## src/rtl/branch_resolve_ctrl.sv

```systemverilog
`default_nettype none
// ============================================================================
// Module      : branch_resolve_ctrl
// Description : Buffers issued B-type branches, resolves one per cycle through
//               the shared comparator, and reports outcome/redirect/squash.
// Revision    : 1.0 - initial release
// ============================================================================
module branch_resolve_ctrl #(
    parameter int DEPTH = 4,
    parameter int CNT_W = 16
) (
    input  logic                     clk,
    input  logic                     reset,

    input  logic                     in_valid,
    output logic                     in_ready,
    input  logic [31:0]              in_pc,
    input  logic [31:0]              in_op1,
    input  logic [31:0]              in_op2,
    input  logic [2:0]               in_funct3,
    input  logic [31:0]              in_imm,
    input  logic                     in_pred_taken,
    input  logic [31:0]              in_pred_target,

    output logic [31:0]              cmp_op1,
    output logic [31:0]              cmp_op2,
    output logic [2:0]               cmp_type,
    input  logic                     cmp_result,

    output logic                     res_valid,
    input  logic                     res_ready,
    output logic [31:0]              res_pc,
    output logic [31:0]              res_target,
    output logic [31:0]              res_redirect_pc,
    output logic                     res_taken,
    output logic                     res_mispredict,
    output logic                     res_illegal,

    output logic                     squash,
    output logic [$clog2(DEPTH):0]   occupancy,
    output logic [CNT_W-1:0]         stat_resolved,
    output logic [CNT_W-1:0]         stat_mispredict
);

    localparam int                PTR_W      = $clog2(DEPTH);
    localparam int                OCC_W      = PTR_W + 1;
    localparam logic [OCC_W-1:0]  c_OCC_FULL = OCC_W'(DEPTH);
    localparam logic [PTR_W-1:0]  c_PTR_LAST = PTR_W'(DEPTH - 1);

    // ------------------------------------------------------------------
    // Queue storage (payload only; validity is tracked by the occupancy)
    // ------------------------------------------------------------------
    logic [31:0] r_mem_pc          [DEPTH];
    logic [31:0] r_mem_op1         [DEPTH];
    logic [31:0] r_mem_op2         [DEPTH];
    logic [2:0]  r_mem_funct3      [DEPTH];
    logic [31:0] r_mem_imm         [DEPTH];
    logic        r_mem_pred_taken  [DEPTH];
    logic [31:0] r_mem_pred_target [DEPTH];

    logic [PTR_W-1:0] r_head_q, w_head_d;
    logic [PTR_W-1:0] r_tail_q, w_tail_d;
    logic [OCC_W-1:0] r_occ_q,  w_occ_d;

    logic        r_res_valid_q,      w_res_valid_d;
    logic [31:0] r_res_pc_q,         w_res_pc_d;
    logic [31:0] r_res_target_q,     w_res_target_d;
    logic [31:0] r_res_redirect_q,   w_res_redirect_d;
    logic        r_res_taken_q,      w_res_taken_d;
    logic        r_res_mispredict_q, w_res_mispredict_d;
    logic        r_res_illegal_q,    w_res_illegal_d;

    logic             r_squash_q,    w_squash_d;
    logic [CNT_W-1:0] r_stat_res_q,  w_stat_res_d;
    logic [CNT_W-1:0] r_stat_misp_q, w_stat_misp_d;

    logic        w_empty;
    logic        w_full;
    logic        w_push;
    logic        w_pop;
    logic        w_accept;
    logic        w_squash_cond;

    logic [31:0] w_head_pc;
    logic [2:0]  w_head_funct3;
    logic [31:0] w_head_imm;
    logic        w_head_pred_taken;
    logic [31:0] w_head_pred_target;

    logic        w_illegal;
    logic        w_taken;
    logic [31:0] w_target;
    logic [31:0] w_redirect;
    logic        w_mispredict;

    function automatic logic [PTR_W-1:0] ptr_inc(input logic [PTR_W-1:0] ptr);
        return (ptr == c_PTR_LAST) ? '0 : ptr + 1'b1;
    endfunction

    // ------------------------------------------------------------------
    // Handshake and control
    // ------------------------------------------------------------------
    assign w_empty       = (r_occ_q == '0);
    assign w_full        = (r_occ_q == c_OCC_FULL);
    assign w_accept      = r_res_valid_q && res_ready;
    assign w_squash_cond = w_accept && r_res_mispredict_q;

    // A full queue never accepts, even when the head is popping this cycle.
    assign in_ready = !w_full && !w_squash_cond;
    assign w_push   = in_valid && in_ready;
    assign w_pop    = !w_empty && (!r_res_valid_q || res_ready) && !w_squash_cond;

    // ------------------------------------------------------------------
    // Head entry and resolution datapath
    // ------------------------------------------------------------------
    assign w_head_pc          = r_mem_pc[r_head_q];
    assign w_head_funct3      = r_mem_funct3[r_head_q];
    assign w_head_imm         = r_mem_imm[r_head_q];
    assign w_head_pred_taken  = r_mem_pred_taken[r_head_q];
    assign w_head_pred_target = r_mem_pred_target[r_head_q];

    assign cmp_op1  = w_empty ? 32'd0 : r_mem_op1[r_head_q];
    assign cmp_op2  = w_empty ? 32'd0 : r_mem_op2[r_head_q];
    assign cmp_type = w_empty ? 3'd0  : w_head_funct3;

    // funct3 010/011 are not defined for B-type; such branches never take.
    assign w_illegal    = (w_head_funct3[2:1] == 2'b01);
    assign w_taken      = cmp_result && !w_illegal;
    assign w_target     = w_head_pc + w_head_imm;
    assign w_redirect   = w_taken ? w_target : (w_head_pc + 32'd4);
    assign w_mispredict = (w_taken != w_head_pred_taken) ||
                          (w_taken && (w_head_pred_target != w_target));

    // ------------------------------------------------------------------
    // Next-state logic
    // ------------------------------------------------------------------
    always_comb begin
        w_head_d = r_head_q;
        w_tail_d = r_tail_q;
        w_occ_d  = r_occ_q;
        if (w_squash_cond) begin
            w_head_d = '0;
            w_tail_d = '0;
            w_occ_d  = '0;
        end else begin
            if (w_pop) begin
                w_head_d = ptr_inc(r_head_q);
            end
            if (w_push) begin
                w_tail_d = ptr_inc(r_tail_q);
            end
            w_occ_d = r_occ_q + OCC_W'(w_push) - OCC_W'(w_pop);
        end
    end

    always_comb begin
        w_res_valid_d      = r_res_valid_q;
        w_res_pc_d         = r_res_pc_q;
        w_res_target_d     = r_res_target_q;
        w_res_redirect_d   = r_res_redirect_q;
        w_res_taken_d      = r_res_taken_q;
        w_res_mispredict_d = r_res_mispredict_q;
        w_res_illegal_d    = r_res_illegal_q;
        if (w_pop) begin
            w_res_valid_d      = 1'b1;
            w_res_pc_d         = w_head_pc;
            w_res_target_d     = w_target;
            w_res_redirect_d   = w_redirect;
            w_res_taken_d      = w_taken;
            w_res_mispredict_d = w_mispredict;
            w_res_illegal_d    = w_illegal;
        end else if (w_accept) begin
            w_res_valid_d = 1'b0;
        end
    end

    always_comb begin
        w_squash_d    = w_squash_cond;
        w_stat_res_d  = r_stat_res_q;
        w_stat_misp_d = r_stat_misp_q;
        if (w_accept) begin
            w_stat_res_d = r_stat_res_q + 1'b1;
        end
        if (w_squash_cond) begin
            w_stat_misp_d = r_stat_misp_q + 1'b1;
        end
    end

    // ------------------------------------------------------------------
    // State registers
    // ------------------------------------------------------------------
    always_ff @(posedge clk) begin
        if (reset) begin
            r_head_q           <= '0;
            r_tail_q           <= '0;
            r_occ_q            <= '0;
            r_res_valid_q      <= 1'b0;
            r_res_pc_q         <= '0;
            r_res_target_q     <= '0;
            r_res_redirect_q   <= '0;
            r_res_taken_q      <= 1'b0;
            r_res_mispredict_q <= 1'b0;
            r_res_illegal_q    <= 1'b0;
            r_squash_q         <= 1'b0;
            r_stat_res_q       <= '0;
            r_stat_misp_q      <= '0;
        end else begin
            r_head_q           <= w_head_d;
            r_tail_q           <= w_tail_d;
            r_occ_q            <= w_occ_d;
            r_res_valid_q      <= w_res_valid_d;
            r_res_pc_q         <= w_res_pc_d;
            r_res_target_q     <= w_res_target_d;
            r_res_redirect_q   <= w_res_redirect_d;
            r_res_taken_q      <= w_res_taken_d;
            r_res_mispredict_q <= w_res_mispredict_d;
            r_res_illegal_q    <= w_res_illegal_d;
            r_squash_q         <= w_squash_d;
            r_stat_res_q       <= w_stat_res_d;
            r_stat_misp_q      <= w_stat_misp_d;
        end
    end

    always_ff @(posedge clk) begin
        if (!reset && w_push) begin
            r_mem_pc[r_tail_q]          <= in_pc;
            r_mem_op1[r_tail_q]         <= in_op1;
            r_mem_op2[r_tail_q]         <= in_op2;
            r_mem_funct3[r_tail_q]      <= in_funct3;
            r_mem_imm[r_tail_q]         <= in_imm;
            r_mem_pred_taken[r_tail_q]  <= in_pred_taken;
            r_mem_pred_target[r_tail_q] <= in_pred_target;
        end
    end

    // ------------------------------------------------------------------
    // Outputs
    // ------------------------------------------------------------------
    assign res_valid       = r_res_valid_q;
    assign res_pc          = r_res_pc_q;
    assign res_target      = r_res_target_q;
    assign res_redirect_pc = r_res_redirect_q;
    assign res_taken       = r_res_taken_q;
    assign res_mispredict  = r_res_mispredict_q;
    assign res_illegal     = r_res_illegal_q;
    assign squash          = r_squash_q;
    assign occupancy       = r_occ_q;
    assign stat_resolved   = r_stat_res_q;
    assign stat_mispredict = r_stat_misp_q;

endmodule
`default_nettype wire

```

## config.mk

```make
export PLATFORM = sky130hd
export DESIGN_NAME = branch_resolve_ctrl
export DESIGN_NICKNAME = d
export VERILOG_FILES = /design/src/rtl/branch_resolve_ctrl.sv
export SDC_FILE = /design/constraint.sdc
export NUM_CORES = 1
export LEC_CHECK = 0
export ABC_AREA = 1
export CORE_ASPECT_RATIO = 0.8
export CORE_MARGIN = 3
export CORE_UTILIZATION = 35
export CTS_CLUSTER_SIZE = 12
export DETAILED_ROUTE_END_ITERATION = 8
export GPL_TIMING_DRIVEN = 0
export SYNTH_ARGS = -nofsm -noshare
export SYNTH_HDL_FRONTEND = slang
export SYNTH_SLANG_ARGS = --single-unit
```

## constraint.sdc

```tcl
create_clock -name clk -period 11.4 [get_ports clk]
set_input_delay 3.42 -clock clk [delete_from_list [all_inputs] [get_ports clk]]
set_output_delay 3.42 -clock clk [all_outputs]
set_load 0.02 [all_outputs]
```

==> results_dict.tcl, run 1 <==
set metrics [dict create \
    slew_viol_final 0 \
    place_congestion 0.931 \
    ys_seq_area_share_pct 65.5 \
    dieWidth_um 357 \
    syn-num-nets 3557 \
    grt_pass1_vias 24800 \
    max_slew_margin_pct 9.15 \
    core.rowCount 102 \
    cts.sinks 798 \
    min_period_over_period_pct 75.1 \
    worstPathCellList "clkdlybuf4s50_1, nand2_1, inv_1, nand2_1, nand2_1, inv_1, clkdlybuf4s50_1" \
    die_area_sq_mm 0.102 \
    cpMostUsedCell "nand2_1" \
    grt_max_degree 30 \
    synth_flop_cell "edfxtp_1" \
    start_kind "input pin" \
    peakVddDrop_uv 141 \
    ys_seq_elements 798 \
    post-cts-setup-buffers 0 \
    cp_slowest_stage_delay_ps 620 \
    core_area_sq_mm 0.0971 \
    hp-class "flop to flop" \
    finalHoldViolations 0 \
    synth_warnings 0 \
    io_pins 373 \
    drt_first_pass_iters 6 \
    drive_gt1_share_pct 6.64 \
    status "complete, no violations" \
    antenna_found_initial 27 \
    drv_cap 0 \
    wl_per_cell_um 21.4 \
    max_freq_ghz 0.117 \
    ctsHoldBuffers 0 \
    crit_type "input pin to output pin" \
    pre_cts_ws_ps 2870 \
    root_buffer "clkbuf_16" \
    routed_via_density 5.08 \
    layout_common_cells "656 x edfxtp_1, 639 x nand2_1, 485 x nor2_1" \
    worst_slack_ps 2840 \
    drc 0 \
    arrival_ps 5140 \
    syn_area_per_cell_sq_um 10.3 \
    fillers 9087 \
    synthToLayoutAreaGrowth_pct 25.1 \
    clk_pin_slew_ps 60 \
    drt_iter0_drc 2825 \
    syn_inst 3345 \
    cts_resized 0 \
    num_vias 26400 \
    io_buffer_count 372 \
    tns_ps 0 \
    p_leak_nw 16.1 \
    grt_pass1_wl_um 161000 \
    cp_max_fo 7 \
    die_h_um 287 \
    critPathSlowestCell "clkdlybuf4s50_1" \
    postRouteAntennaNets 0 \
    rsz0062_at_grt "no" \
    required_ps 7980 \
    setup_viol_count_final 0 \
    overflow 0 \
    layout_commonest_cell "edfxtp_1" \
    synthDistinctLibCells 53 \
    nets 4043 \
    cts_buffers 84 \
    worst-path-buf-inv 4 \
    endpoint_kind "output pin" \
    syn_area_sq_mm 0.0344 \
    grt_use_total_pct 21.3 \
    worstMarginPinSlew_ps 1360 \
    fin_util_pct 44.3 \
    synth_edf_count 656 \
    wl_um 112000 \
    cts_tree "built" \
    cp_top_family "buffers and inverters" \
    h-tree-depth 3 \
    finClkSkew_ps 44.8 \
    period_minus_slack_ps 8560 \
    initial_core_util_pct 35.4 \
    async_flop_share_pct 0 \
    cts_buffer_depth 3 \
    place_hpwl_um 82000 \
    clock_latency_ps 650 \
    powerDensity_mw_per_mm2 279 \
]
[worst paths after layout]
check,cells past startpoint,slack (ps),start,endpoint
min,1,470,stat_mispredict[15],stat_mispredict[15]
max,7,2840,res_ready,in_ready
max reg2reg,26,5410,flop,res_mispredict
min reg2reg,1,470,stat_mispredict[15],stat_mispredict[15]
[report_power, final]
part / internal [mW] / leakage, nW / switching [mW]
clock network: 1.51 / 1.27 / 1.13
logic: 1.81 / 7.74 / 3.93
registers: 3.46 / 7.12 / 0.170
total: 6.78 / 16.1 / 5.23
[logic make-up after synthesis]
kind of cell,after synthesis,share of synthesized area (%)
AOI/OAI and AO/OA,662,10.7
xor gates and xnor gates,15,0.422
adders and majority gates,43,1.61
buffers and inverters,441,5.29
DFF,798,65.5
and+or+nand+nor,1386,16.5
[cell usage after synthesis, types with 8 or more instances]
master | number | share of area [%]
dfxtp_1 | 142 | 8.3
edfxtp_1 | 656 | 57
ha_1 | 41 | 1.5
buf_1 | 15 | 0.16
nand4_1 | 18 | 0.33
o211ai_1 | 21 | 0.46
o21ai_0 | 330 | 4.8
nand3b_1 | 9 | 0.20
o22ai_1 | 42 | 0.76
xor2_1 | 8 | 0.20
clkbuf_1 | 75 | 0.82
buf_4 | 11 | 0.24
inv_2 | 18 | 0.20
nand3_1 | 177 | 2.6
a21oi_1 | 220 | 3.2
nor3_1 | 20 | 0.29
buf_2 | 45 | 0.65
a32oi_1 | 12 | 0.31
o21ai_1 | 8 | 0.12
buf_6 | 9 | 0.29
inv_1 | 268 | 2.9
a32oi_2 | 12 | 0.57
nand2_1 | 639 | 7.0
nor2_1 | 489 | 5.3
[routing by layer]
metal	vias to the layer above	track usage [%]	routed length, um
met5	-	0	108
met4	14	6.67	3020
met3	178	5.71	10300
met2	1036	33.0	50800
met1	12700	29.1	47400
li1	12500	-	-
[sequential cells by signal (all words and copies together) (netlist names), 16 cells and up, named ones only]
name	flops
r_mem_imm	128
r_mem_op1	128
r_mem_op2	128
r_mem_pc	128
r_mem_pred_target	128
res_pc	32
res_redirect_pc	32
res_target	32
stat_mispredict	16
stat_resolved	16
[layout make-up]
| class | instances | area (sq um) | area share [%] |
|---|---|---|---|
| clock buffers | 114 | 2290 | 5.33 |
| repair buffers | 400 | 4300 | 9.98 |
| clock inverters | 29 | 347 | 0.805 |
| inverters | 286 | 1070 | 2.49 |
| diodes | 15 | 37.5 | 0.0872 |
| well taps | 1300 | 1630 | 3.78 |
| flip-flops and latches | 798 | 22500 | 52.3 |
| multi-input cells | 2106 | 10100 | 23.4 |
| plain buffers | 155 | 747 | 1.73 |
[stage by stage]
stage / std cells / hold WS, ps / cell area (sq um) / power (mW)
after floorplan: 3345 / 490 / 34400 / 7.08
after global placement: 5017 / 460 / 39800 / 9.35
after detailed placement: 5045 / 456 / 40400 / 9.35
after CTS: 5188 / 467 / 43000 / 12.0
after global routing: 5196 / 483 / 43000 / 12.7
final: 5203 / 468 / 43100 / 12.0
Note: power is estimated with default switching activity, not from simulation.
==> run 2: changes to the inputs <==
==> constraint.sdc (replaced) <==
create_clock -name clk -period 7.43 [get_ports clk]
set_input_delay 2.229 -clock clk [delete_from_list [all_inputs] [get_ports clk]]
set_output_delay 2.229 -clock clk [all_outputs]
set_load 0.02 [all_outputs]
==> run 2 against run 1 <==
  * Worst setup slack worse by 2000 ps
  * Utilization hardly changed
  * Largest cell class unchanged
  * Die area stayed put
  * Via count hardly changed
  * Power is 53% higher
  * Largest power group unchanged
==> results_dict.tcl, run 2 (synthesis results as in run 1) <==
set metrics [dict create \
    layout_common_cells "656 x edfxtp_1, 639 x nand2_1, 485 x nor2_1" \
    worst-path-buf-inv 6 \
    required_ps 5200 \
    crit_type "flop to output pin" \
    fillers 9092 \
    cts_resized 0 \
    die_area_sq_mm 0.102 \
    period_minus_slack_ps 6600 \
    instances_no_fill 5199 \
    cts_buffers 84 \
    overflow 0 \
    postRouteAntennaNets 0 \
    die_h_um 287 \
    root_buffer "clkbuf_16" \
    cts.sinks 798 \
    multi_input_area_sq_mm 0.0101 \
    place_congestion 0.941 \
    antenna_found_initial 19 \
    io_buffer_count 372 \
    initial_core_util_pct 35.4 \
    grt_max_degree 29 \
    drt_first_pass_iters 7 \
    num_vias 26400 \
    total_power_mw 18.3 \
    ctsHoldBuffers 0 \
    dp.cells 5048 \
    dieWidth_um 357 \
    io_pins 373 \
    peakVddDrop_uv 227 \
    max_slew_margin_pct 10.5 \
    endpoint_kind "output pin" \
    cts_tree "built" \
    max_freq_ghz 0.152 \
    h-tree-depth 3 \
    worstPathCellList "buf_4, buf_2, clkbuf_1, clkbuf_1, buf_1, nor2_1, o21ai_0, a21oi_1, clkdlybuf4s50_1" \
    status "complete, no violations" \
    grt_pass1_wl_um 161000 \
    hp-class "flop to flop" \
    layout_commonest_cell "edfxtp_1" \
    arrival_ps 4370 \
    powerDensity_mw_per_mm2 426 \
    holdWs_ps 478 \
    slew_viol_final 0 \
    cp_top_family "buffers and inverters" \
    clock_latency_ps 660 \
    drt_iter0_drc 2839 \
    wl_per_cell_um 21.5 \
    fin_util_pct 44.3 \
    core_area_sq_mm 0.0971 \
    routed_via_density 5.09 \
    drive_gt1_share_pct 6.61 \
    finalHoldViolations 0 \
    post-cts-setup-buffers 0 \
    cp_max_fo 10 \
    cts_buffer_depth 3 \
    start_kind "flop" \
    p_leak_nw 16.1 \
    place_hpwl_um 82200 \
    cpMostUsedCell "clkbuf_1" \
    core.rowCount 102 \
    setup_viol_count_final 0 \
    rsz0062_at_grt "no" \
    synthToLayoutAreaGrowth_pct 25.0 \
    grt_use_total_pct 21.3 \
    wl_um 112000 \
    seq_area_sq_mm 0.0225 \
    clk_pin_slew_ps 60 \
    critPathSlowestCell "clkbuf_1" \
    grt_pass1_vias 24500 \
    min_period_over_period_pct 88.8 \
    drc 0 \
    drv_cap 0 \
    cp_slowest_stage_delay_ps 650 \
    finClkSkew_ps 58.4 \
    nets 4046 \
    worstMarginPinSlew_ps 1340 \
]
run 2: changes by cell type in the layout (fill, tap and decap cells not counted), moves of 2 or more:
cell        before  now
clkinvlp_4       3    1
inv_6            0    4
clkbuf_16       87   84
bufinv_16        4    2
buf_16           3   10
diode_2         15   11
buf_12          24   20
run 2: final timing paths:
path                  startpoint                  end  slack [ps]  depth (start not counted)
max                         flop          cmp_op2[30]         830                          9
min          stat_mispredict[15]  stat_mispredict[15]         480                          1
max reg2reg                 flop       res_mispredict        1410                         26
min reg2reg  stat_mispredict[15]  stat_mispredict[15]         480                          1
run 2: final cells by class:
cell class	count	share of cell area [%]
Timing Repair Buffer	403	10.3
Inverter	286	2.49
Clock buffer	112	5.18
Multi-Input combinational cell	2106	23.5
Antenna cell	11	0.0640
Tap cell	1300	3.78
Sequential cell	798	52.4
Buffer	155	1.74
Clock inverter	28	0.634
run 2: per-layer routing:
metal	global-route usage, %	vias to the layer above	wire length (um)
met5	0	-	103
met4	5.85	16	2660
met3	4.51	168	10400
met2	33.2	1028	51000
met1	30.0	12700	47500
li1	-	12500	-
run 2: worst register-to-register path, delay by kind of cell, from the launching register on:
kind	cells	cell delay (ps)
buffers and inverters	5	2360
AND/OR/NAND/NOR	16	1760
AO/OA/AOI/OAI	3	690
adder cells (fa/ha/maj)	2	610
flip-flops	1	440
run 2: report_power, final:
part	switching (mW)	total, mW	internal (mW)
clock	1.73	3.91	2.18
sequential	0.262	5.57	5.31
combinational	6.06	8.86	2.80
total	8.05	18.3	10.3
run 2: per-stage QoR:
step	setup TNS, ps	instance area (sq um)	setup WS [ps]
after floorplan	-224270	34400	-342
after global placement	-3292850	39800	-5150
after detailed placement	0	40500	662
after CTS	0	43000	726
after global routing	0	43000	641
final	0	43000	832
